==> src/rtl/idct_pkg.sv <==
`default_nettype none
// ============================================================================
//  Module   : idct_pkg
//  Purpose  : Shared constants and types for the 8-point 1-D inverse DCT.
//             Holds the data/coefficient/accumulator widths, the FSM state
//             encoding, the 32-entry MAC schedule table and the default
//             cosine coefficient values C0..C7.
//  Ports    : none (package)
//  Revision : 1.0  initial release
// ============================================================================
package idct_pkg;

    localparam int IDCT_DW = 16;   // Q11.4 samples
    localparam int IDCT_CW = 16;   // Q0.15 coefficients
    localparam int IDCT_AW = 36;   // 32-bit product plus 4 guard bits

    typedef enum logic [1:0] {
        ST_IDLE  = 2'd0,
        ST_RUN   = 2'd1,
        ST_FLUSH = 2'd2,
        ST_DONE  = 2'd3
    } state_t;

    // One schedule step: subtract flag, coefficient index, input sample index.
    typedef struct packed {
        logic       sub;
        logic [2:0] cidx;
        logic [2:0] xidx;
    } tbl_entry_t;

    function automatic tbl_entry_t te(input logic s, input logic [2:0] c,
                                      input logic [2:0] x);
        tbl_entry_t r;
        r.sub  = s;
        r.cidx = c;
        r.xidx = x;
        return r;
    endfunction

    // Indexed by counter {pair[1:0], term[2:0]}. Terms 0..3 build the even
    // sum from X0/X2/X4/X6, terms 4..7 the odd sum from X1/X3/X5/X7.
    localparam tbl_entry_t [0:31] IDCT_TBL = {
        // pair 0: n=0 / n=7
        te(1'b0, 3'd4, 3'd0), te(1'b0, 3'd2, 3'd2), te(1'b0, 3'd4, 3'd4), te(1'b0, 3'd6, 3'd6),
        te(1'b0, 3'd1, 3'd1), te(1'b0, 3'd3, 3'd3), te(1'b0, 3'd5, 3'd5), te(1'b0, 3'd7, 3'd7),
        // pair 1: n=1 / n=6
        te(1'b0, 3'd4, 3'd0), te(1'b0, 3'd6, 3'd2), te(1'b1, 3'd4, 3'd4), te(1'b1, 3'd2, 3'd6),
        te(1'b0, 3'd3, 3'd1), te(1'b1, 3'd7, 3'd3), te(1'b1, 3'd1, 3'd5), te(1'b1, 3'd5, 3'd7),
        // pair 2: n=2 / n=5
        te(1'b0, 3'd4, 3'd0), te(1'b1, 3'd6, 3'd2), te(1'b1, 3'd4, 3'd4), te(1'b0, 3'd2, 3'd6),
        te(1'b0, 3'd5, 3'd1), te(1'b1, 3'd1, 3'd3), te(1'b0, 3'd7, 3'd5), te(1'b0, 3'd3, 3'd7),
        // pair 3: n=3 / n=4
        te(1'b0, 3'd4, 3'd0), te(1'b1, 3'd2, 3'd2), te(1'b0, 3'd4, 3'd4), te(1'b1, 3'd6, 3'd6),
        te(1'b0, 3'd7, 3'd1), te(1'b1, 3'd5, 3'd3), te(1'b0, 3'd3, 3'd5), te(1'b1, 3'd1, 3'd7)
    };

    // Ck = 0.5*cos(k*pi/16) in Q0.15; C0 carries the C4 value.
    localparam logic [0:7][IDCT_CW-1:0] COS_DEFAULT = {
        16'h2D41, 16'h3EC5, 16'h3B21, 16'h3537,
        16'h2D41, 16'h238E, 16'h187E, 16'h0C7C
    };

endpackage
`default_nettype wire

==> src/rtl/idct_mac.sv <==
`default_nettype none
// ============================================================================
//  Module   : idct_mac
//  Purpose  : Time-shared multiply-accumulate for the 1-D IDCT. One signed
//             DW x CW product per cycle, registered, then added to or
//             subtracted from the even (terms 0..3) or odd (terms 4..7)
//             accumulator. The first term of each half reloads its
//             accumulator instead of adding, which clears it per pair.
//  Ports    : clk, rst_n      clock / async active-low reset
//             valid_i         a schedule step is being issued this cycle
//             sub_i           subtract the product instead of adding it
//             term_i, pair_i  schedule position of the issued step
//             a_i, b_i        sample (Q11.4) and coefficient (Q0.15)
//             e_d_o, o_d_o    next-state even/odd sums (include current step)
//             fin_o, pair_o   last term of a pair is being accumulated
//  Revision : 1.0  initial release
// ============================================================================
module idct_mac #(
    parameter int DW = 16,
    parameter int CW = 16,
    parameter int AW = 36
) (
    input  logic                 clk,
    input  logic                 rst_n,
    input  logic                 valid_i,
    input  logic                 sub_i,
    input  logic [2:0]           term_i,
    input  logic [1:0]           pair_i,
    input  logic signed [DW-1:0] a_i,
    input  logic signed [CW-1:0] b_i,
    output logic signed [AW-1:0] e_d_o,
    output logic signed [AW-1:0] o_d_o,
    output logic                 fin_o,
    output logic [1:0]           pair_o
);

    localparam int PW = DW + CW;

    logic signed [PW-1:0] w_a;
    logic signed [PW-1:0] w_b;
    logic signed [PW-1:0] w_prod;
    logic signed [PW-1:0] prod_q;
    logic                 vld_q;
    logic                 sub_q;
    logic [2:0]           term_q;
    logic [1:0]           pair_q;

    logic signed [AW-1:0] w_prod_ext;
    logic signed [AW-1:0] w_addend;
    logic signed [AW-1:0] e_q;
    logic signed [AW-1:0] e_d;
    logic signed [AW-1:0] o_q;
    logic signed [AW-1:0] o_d;

    assign w_a    = PW'(a_i);
    assign w_b    = PW'(b_i);
    assign w_prod = w_a * w_b;

    assign w_prod_ext = AW'(prod_q);
    assign w_addend   = sub_q ? -w_prod_ext : w_prod_ext;

    always_comb begin
        e_d = e_q;
        o_d = o_q;
        if (vld_q) begin
            if (!term_q[2]) begin
                e_d = ((term_q[1:0] == 2'd0) ? '0 : e_q) + w_addend;
            end else begin
                o_d = ((term_q[1:0] == 2'd0) ? '0 : o_q) + w_addend;
            end
        end
    end

    always_ff @(posedge clk or negedge rst_n) begin
        if (!rst_n) begin
            prod_q <= '0;
            vld_q  <= 1'b0;
            sub_q  <= 1'b0;
            term_q <= '0;
            pair_q <= '0;
            e_q    <= '0;
            o_q    <= '0;
        end else begin
            prod_q <= w_prod;
            vld_q  <= valid_i;
            sub_q  <= sub_i;
            term_q <= term_i;
            pair_q <= pair_i;
            e_q    <= e_d;
            o_q    <= o_d;
        end
    end

    assign e_d_o  = e_d;
    assign o_d_o  = o_d;
    assign fin_o  = vld_q && (term_q == 3'd7);
    assign pair_o = pair_q;

endmodule
`default_nettype wire

==> src/rtl/idct_1d.sv <==
`default_nettype none
// ============================================================================
//  Module   : idct_1d
//  Purpose  : 8-point 1-D inverse DCT, Q11.4 in / Q11.4 out, using even/odd
//             decomposition and a single time-shared multiplier (32 MAC
//             cycles per transform, 35 cycles start-to-start).
//  Config   : IDCT_SAT_EN  defined   -> out-of-range results clamp to
//                                       0x7FFF / 0x8000
//                          undefined -> low DW bits kept (wrap-around)
//  Ports    : clk, clr_n          clock / async active-low reset
//             coef_in/sel/we      cosine coefficient bank write (idle only)
//             start, X0..X7       begin transform; inputs sampled on start
//             busy, done          in progress / one-cycle results-valid pulse
//             x0..x7              spatial-domain results
//  Revision : 1.0  initial release
// ============================================================================
module idct_1d
    import idct_pkg::*;
#(
    parameter int DW = IDCT_DW,
    parameter int CW = IDCT_CW,
    parameter int AW = IDCT_AW
) (
    input  logic          clk,
    input  logic          clr_n,
    input  logic [CW-1:0] coef_in,
    input  logic [2:0]    coef_sel,
    input  logic          coef_we,
    input  logic          start,
    input  logic [DW-1:0] X0,
    input  logic [DW-1:0] X1,
    input  logic [DW-1:0] X2,
    input  logic [DW-1:0] X3,
    input  logic [DW-1:0] X4,
    input  logic [DW-1:0] X5,
    input  logic [DW-1:0] X6,
    input  logic [DW-1:0] X7,
    output logic          busy,
    output logic          done,
    output logic [DW-1:0] x0,
    output logic [DW-1:0] x1,
    output logic [DW-1:0] x2,
    output logic [DW-1:0] x3,
    output logic [DW-1:0] x4,
    output logic [DW-1:0] x5,
    output logic [DW-1:0] x6,
    output logic [DW-1:0] x7
);

    // Product carries 19 fraction bits; dropping CW-1 leaves Q11.4.
    localparam int                   FRAC_SHIFT = CW - 1;
    localparam logic signed [AW-1:0] RND_HALF   = AW'(2 ** (CW - 2));
`ifdef IDCT_SAT_EN
    localparam logic signed [AW-1:0] SAT_MAX    = AW'(2 ** (DW - 1) - 1);
    localparam logic signed [AW-1:0] SAT_MIN    = -SAT_MAX - AW'(1);
`endif

    state_t               state_q;
    state_t               state_d;
    logic [4:0]           cnt_q;
    logic [4:0]           cnt_d;
    logic [CW-1:0]        coef_q [0:7];
    logic signed [DW-1:0] xin_q  [0:7];
    logic [DW-1:0]        xo_q   [0:7];

    logic                 w_idle;
    logic                 w_accept;
    tbl_entry_t           w_ent;
    logic signed [AW-1:0] w_e_d;
    logic signed [AW-1:0] w_o_d;
    logic                 w_fin;
    logic [1:0]           w_pair;
    logic [2:0]           w_lo_idx;
    logic [2:0]           w_hi_idx;

    assign w_idle   = (state_q == ST_IDLE);
    assign w_accept = w_idle && start;
    assign w_ent    = IDCT_TBL[cnt_q];

    // Round half up, then narrow to DW (clamp or wrap per build option).
    function automatic logic [DW-1:0] rnd_narrow(input logic signed [AW-1:0] v);
        logic signed [AW-1:0] r;
        r = (v + RND_HALF) >>> FRAC_SHIFT;
`ifdef IDCT_SAT_EN
        if (r > SAT_MAX) begin
            return {1'b0, {(DW-1){1'b1}}};
        end else if (r < SAT_MIN) begin
            return {1'b1, {(DW-1){1'b0}}};
        end else begin
            return DW'(r);
        end
`else
        return DW'(r);
`endif
    endfunction

    // ------------------------------------------------------------------
    // Sequencer: 32 RUN cycles issue the schedule, FLUSH drains the
    // product register so pair 3 can be written, DONE pulses done.
    // ------------------------------------------------------------------
    always_comb begin
        state_d = state_q;
        cnt_d   = cnt_q;
        case (state_q)
            ST_IDLE: begin
                if (start) begin
                    state_d = ST_RUN;
                    cnt_d   = 5'd0;
                end
            end
            ST_RUN: begin
                cnt_d = cnt_q + 5'd1;
                if (cnt_q == 5'd31) begin
                    state_d = ST_FLUSH;
                end
            end
            ST_FLUSH: state_d = ST_DONE;
            ST_DONE:  state_d = ST_IDLE;
            default:  state_d = ST_IDLE;
        endcase
    end

    always_ff @(posedge clk or negedge clr_n) begin
        if (!clr_n) begin
            state_q <= ST_IDLE;
            cnt_q   <= '0;
        end else begin
            state_q <= state_d;
            cnt_q   <= cnt_d;
        end
    end

    // Coefficient bank; writes are only honoured while idle, so a write
    // coinciding with an accepted start is visible to that transform.
    always_ff @(posedge clk or negedge clr_n) begin
        if (!clr_n) begin
            for (int i = 0; i < 8; i++) begin
                coef_q[i] <= '0;
            end
        end else if (coef_we && w_idle) begin
            coef_q[coef_sel] <= coef_in;
        end
    end

    // Input latch
    always_ff @(posedge clk or negedge clr_n) begin
        if (!clr_n) begin
            for (int i = 0; i < 8; i++) begin
                xin_q[i] <= '0;
            end
        end else if (w_accept) begin
            xin_q[0] <= X0;
            xin_q[1] <= X1;
            xin_q[2] <= X2;
            xin_q[3] <= X3;
            xin_q[4] <= X4;
            xin_q[5] <= X5;
            xin_q[6] <= X6;
            xin_q[7] <= X7;
        end
    end

    idct_mac #(
        .DW (DW),
        .CW (CW),
        .AW (AW)
    ) u_mac (
        .clk     (clk),
        .rst_n   (clr_n),
        .valid_i (state_q == ST_RUN),
        .sub_i   (w_ent.sub),
        .term_i  (cnt_q[2:0]),
        .pair_i  (cnt_q[4:3]),
        .a_i     (xin_q[w_ent.xidx]),
        .b_i     (coef_q[w_ent.cidx]),
        .e_d_o   (w_e_d),
        .o_d_o   (w_o_d),
        .fin_o   (w_fin),
        .pair_o  (w_pair)
    );

    assign w_lo_idx = {1'b0, w_pair};
    assign w_hi_idx = 3'd7 - w_lo_idx;

    // Results are taken from the accumulators' next state so the final
    // odd term is included on the same edge it is accumulated.
    always_ff @(posedge clk or negedge clr_n) begin
        if (!clr_n) begin
            for (int i = 0; i < 8; i++) begin
                xo_q[i] <= '0;
            end
        end else if (w_fin) begin
            xo_q[w_lo_idx] <= rnd_narrow(w_e_d + w_o_d);
            xo_q[w_hi_idx] <= rnd_narrow(w_e_d - w_o_d);
        end
    end

    assign busy = !w_idle;
    assign done = (state_q == ST_DONE);
    assign x0   = xo_q[0];
    assign x1   = xo_q[1];
    assign x2   = xo_q[2];
    assign x3   = xo_q[3];
    assign x4   = xo_q[4];
    assign x5   = xo_q[5];
    assign x6   = xo_q[6];
    assign x7   = xo_q[7];

endmodule
`default_nettype wire
==> config.mk <==
export PLATFORM = sky130hd
export DESIGN_NAME = idct_1d
export DESIGN_NICKNAME = d
export VERILOG_FILES = /design/src/rtl/idct_pkg.sv /design/src/rtl/idct_mac.sv /design/src/rtl/idct_1d.sv
export SDC_FILE = /design/constraint.sdc
export NUM_CORES = 2
export LEC_CHECK = 0
export CORE_ASPECT_RATIO = 1.1
export CORE_MARGIN = 1.5
export CORE_UTILIZATION = 25
export DETAILED_ROUTE_END_ITERATION = 7
export GPL_ROUTABILITY_DRIVEN = 0
export GPL_TIMING_DRIVEN = 0
export PLACE_DENSITY_LB_ADDON = 0.05
export SYNTH_ARGS = -nofsm -noshare
export SYNTH_HDL_FRONTEND = slang
export SYNTH_HIERARCHICAL = 1
export SYNTH_SLANG_ARGS = --single-unit
==> constraint.sdc <==
create_clock -name clk -period 8 [get_ports clk]
set_clock_uncertainty 0.1 [all_clocks]
set_input_delay 0.8 -clock clk [delete_from_list [all_inputs] [get_ports clk]]
set_output_delay 0.8 -clock clk [all_outputs]
set_load 0.01 [all_outputs]
Word-level counts from Yosys, hierarchy flattened
Memory sizes are Yosys's and may differ from the RTL's.
Cells that the tools add are included.

cells by class
  equal/unequal tests = 7
  magnitude comparators = 9
  bitwise operators = 6
  multiplexer cells = 29
  reductions and logical operators = 12
  $mul = 1
  add/subtract/negate cells = 9

operators with widths
  cell                    count
  $bwmux 128              3
  $mux 36                 7
  $demux 16 s3            3
  $mux 16                 7
  $bmux 16 s3             2
  $add 36x36->36          2
  $add 31x16->31 const B  2
  $neg 32->36             1
  $mul 16x16->32          1
  $add 31x31->31          1
  $sub 31x31->31          1
  $ge 4x4->1 const B      5
  $not 3->4               4
  $mux 7                  2
  $lt 4x1->1 const B      3
  $pmux 5 s2              1
  $pmux 2 s4              1
  $ge 6x6->1 const B      1
  $logic_and 1x1->1       6
  $not 5->6               1
  $add 5x1->5 const B     1
  $eq 5x5->1 const B      1
  $mux 5                  1
  $eq 2x2->1 const B      2
  other kinds (10)        14

word-level totals
  memory bits (read-only) = 224
  word-level logic and storage cells = 107
  register bits = 502
  memories = 1

memory list
  name             words  width  rd ports  clocked after Yosys merged registers in  wr ports  RTL line       RTL
  (no name shown)  32     7      1         0                                        0         idct_1d.sv:78  assign w_ent = IDCT_TBL[cnt_q];

Depth between registers and ports, before layout
  word-level depth = 9
  mapped depth = 34

Hierarchy
The synthesis kept the hierarchy.

modules (own cells, without submodules)
  module    times used  cells an instance  sequential area each (µm²)  area each (µm²)
  idct_1d   1           1761               9784.4                      20663.6
  idct_mac  1           2007               2777.7                      17897.2

Worst setup path before layout
Ideal clock, no wire load.

  kind = flip-flop to flip-flop
  start = register cnt_q[1]
  end = register u_mac.prod_q[27]
  arrival time = 8259 ps
  stages on the path, launching flop included = 31
  path buffers = 3
  slack = -439 ps
  setup time = 80 ps
  path through = dfrtp_1 clkinv_1 clkbuf_1 ha_1 mux4_2 a21oi_1 buf_2 mux2_2 clkbuf_1 and2_1 fa_1 inv_1 fa_1 fa_1 inv_1 fa_1 fa_1 inv_1 fa_1 inv_1 ha_1 a21oi_1 o21ai_0 a2111oi_0 or3_1 a31oi_1 o41a_1 a21o_1 a21o_1 a21oi_1 xnor2_1

between the ends
  word-level cells in the longest chain between the ends = 9

ends and longest elaborated chain
  element                                         RTL line                        RTL
  start: declaration                              idct_1d.sv:60                   logic [4:0] cnt_q;
  start signal: assignment                        idct_1d.sv:129                  cnt_q <= cnt_d;
  $not 5->6 (not written as such) *               idct_1d.sv:78
  $mem_v2 32x7 *                                  --
  $mux 7 (not written as such) * (2 in a row)     idct_1d.sv:78
  $not 3->4, on equally long branches             idct_1d.sv:174, idct_1d.sv:175
  $bmux 16 s3, on equally long branches           idct_1d.sv:174, idct_1d.sv:175
  $mux 16, on equally long branches (2 in a row)  idct_1d.sv:174, idct_1d.sv:175
  $mul 16x16->32 *                                idct_mac.sv:57                  assign w_prod = w_a * w_b;
  net u_mac.w_prod[27]                            idct_mac.sv:41                  logic signed [PW-1:0] w_prod;
  end signal: assignment                          idct_mac.sv:84                  prod_q <= w_prod;
  end: declaration                                idct_mac.sv:42                  logic signed [PW-1:0] prod_q;

The timed path passes the listed nets; every way through them passes the cells marked *. The select of a mux whose other input is x is not followed.
A chain may end at the register's enable or synchronous reset.

Worst setup path after layout
Same ends and word-level chain as after synthesis.

==> results.json <==
{
  "outcome": "completed",
  "synthCells": 3630,
  "placed_cells": 5866,
  "grt_use_total_pct": 18.1,
  "slowest_stage": "fa_1",
  "fin_crit_sh_pct": 99.5,
  "hold_viol": 0,
  "syn_to_final_growth_pct": 23.9,
  "layout-drive-gt1-share_pct": 16.6,
  "die_area_sq_um": 152000,
  "clock_latency_ps": 660,
  "ios": 281,
  "path_class": "reg2reg",
  "num-nets-final": 4719,
  "first_pass_iters": 5,
  "overflow": 0,
  "required_ps": 8480,
  "r2r_cells": 33,
  "fin_area_sq_um": 46300,
  "whs_path_depth": 2,
  "seqCellArea_sq_um": 12300,
  "rsz0062_at_grt": "true",
  "grt_pass1_vias": 30300,
  "cp-start-kind": "flip-flop",
  "syn-cell-area_sq_um": 37400,
  "avgRoutedWirePerCell_um": 22.6,
  "hold_slack_ps": 374,
  "startpoint": "cnt_q[1]",
  "crit_top_cell": "fa_1",
  "dieHeight_um": 409,
  "wirelength_um": 137000,
  "ff2ff_setup_slack_ps": 40,
  "cts.path.max_buffers": 3,
  "worstSetupEndpoint": "u_mac/prod_q[27]",
  "crit_arrival_ps": 8450,
  "setup-violations-final": 0,
  "relSlewSlack_pct": 16.3,
  "core-area_sq_um": 148000,
  "drc": 0,
  "stdcell_count": 6040,
  "cts_buffers": 67,
  "multi_input_comb_area_sq_um": 23500,
  "cts-root-buf": "clkbuf_16",
  "die_w_um": 372,
  "core.rowCount": 148,
  "io_buffers": 280,
  "cts_tree": "yes",
  "viasPerCell": 4.61,
  "antenna_found_initial": 20,
  "vias": 27800,
  "synthesis.nets": 4312,
  "place_area_sq_um": 42800,
  "drv_cap": 0,
  "drt_iter0_markers": 1096,
  "worstMarginPinSlew_ps": 1250,
  "h-tree-depth": 3,
  "final_core_util_pct": 31.3,
  "period_needed_ps": 7960,
  "cts_sinks": 491,
  "cp_slowest_stage_delay_ps": 560,
  "yosysWarnings": 6,
  "r2r_start": "cnt_q[1]",
  "slew_violations": 0,
  "worstHoldPathType": "reg2reg",
  "syn_avg_cell_area_sq_um": 10.3,
  "fmax_mhz": 126,
  "initial_core_util_pct": 25.2,
  "path_clk_slew_ps": 60,
  "fill_cells": 15500,
  "end_kind": "flip-flop",
  "timing.rr.end": "u_mac/prod_q[27]",
  "post-dp-hpwl_um": 109000,
  "ant_nets": 0,
  "grt_max_degree": 103,
  "path_max_fanout": 5,
  "grt_pass1_wl_um": 203000
}
## layer usage
| layer | GRT usage [%] | vias to the layer above | wire length (um) | share of wire [%] |
|---|---|---|---|---|
| met5 | 0 | - | 151 | 0.11 |
| met4 | 5.09 | 24 | 3960 | 2.9 |
| met3 | 3.43 | 172 | 5610 | 4.1 |
| met2 | 32.2 | 508 | 69900 | 51 |
| met1 | 22.0 | 14000 | 57000 | 42 |
| li1 | - | 13200 | - | - |
## cell usage in the layout, fill, tap and decap left out, types with 14 or more instances in the layout
cell,instances
a211oi_1,18
a21o_1,50
a21oi_1,128
a31oi_1,14
and2_1,189
and3_1,20
buf_4,51
buf_6,14
clkbuf_1,104
clkbuf_16,73
clkbuf_8,14
clkdlybuf4s50_1,279
dfrtp_1,487
fa_1,259
ha_1,259
inv_1,384
mux2_2,266
mux2_4,15
mux4_2,65
nand2_1,428
nand2b_1,24
nand3_1,41
nand4_1,20
nor2_1,98
nor2b_1,17
nor3_1,34
o211ai_1,16
o21a_1,21
o21ai_0,200
o21ai_1,20
o21bai_1,14
o31ai_1,40
or3_1,15
xnor2_1,81
xor2_1,38
## worst min path at each step
stage                        start               to  slack, ps
after detailed placement  cnt_q[4]  u_mac/pair_o[1]        320
final                        x2[2]            x2[2]        370
after CTS                 cnt_q[3]  u_mac/pair_o[0]        360
after global placement    cnt_q[4]  u_mac/pair_o[1]        300
after global routing         x2[2]            x2[2]        390
after floorplan           cnt_q[4]  u_mac/pair_o[1]        280
## worst max-delay path, delay by kind of cell (launching register included)
| kind | cells | cell delay (ps) |
|---|---|---|
| xor+xnor | 1 | 140 |
| fa+ha+maj | 8 | 3260 |
| compound gates | 9 | 1670 |
| buf+inv | 11 | 1190 |
| mux | 2 | 870 |
| flops | 1 | 390 |
| simple gates | 2 | 230 |
## per-stage QoR
step                      worst slack [ps]  TNS (ps)
after floorplan                       15.9         0
after global placement              -21440  -9433500
after detailed placement             -2540    -35820
after CTS                            -86.1      -216
after global routing                  -230      -859
final                                 37.1         0
## layout make-up
cell class,instances,area share [%]
Inverter,391,3.18
Clock inverter,22,0.781
Buffer,147,1.97
Clock buffer,93,4.05
Tap cell,1950,5.27
Antenna cell,7,0.0378
Timing Repair Buffer,341,7.41
Multi-Input combinational cell,2598,50.8
Sequential cell,491,26.5
## what timing repair did
action	CTS	global route
setup buffers	47	7
pin swaps	28	24
endpoints found under the setup margin	51	77
endpoints found under the hold margin	29	0
hold buffers	1	0
gates cloned	1	0
gates resized for setup	202	38
## state kept, by name, summed over array words and instances, names as in the netlist, 3 cells and up
register / count
coef_q: 128
xin_q: 128
u_mac/e_q: 31
u_mac/o_q: 31
u_mac/prod_q: 31
x0: 16
x1: 16
x2: 16
x3: 16
x4: 16
x5: 16
x6: 16
x7: 16
cnt_q: 5
u_mac/term_q: 3
Power is left out: the tool's default activity adds up to more than one toggle a clock period on the data nets, which glitch-free logic cannot reach.
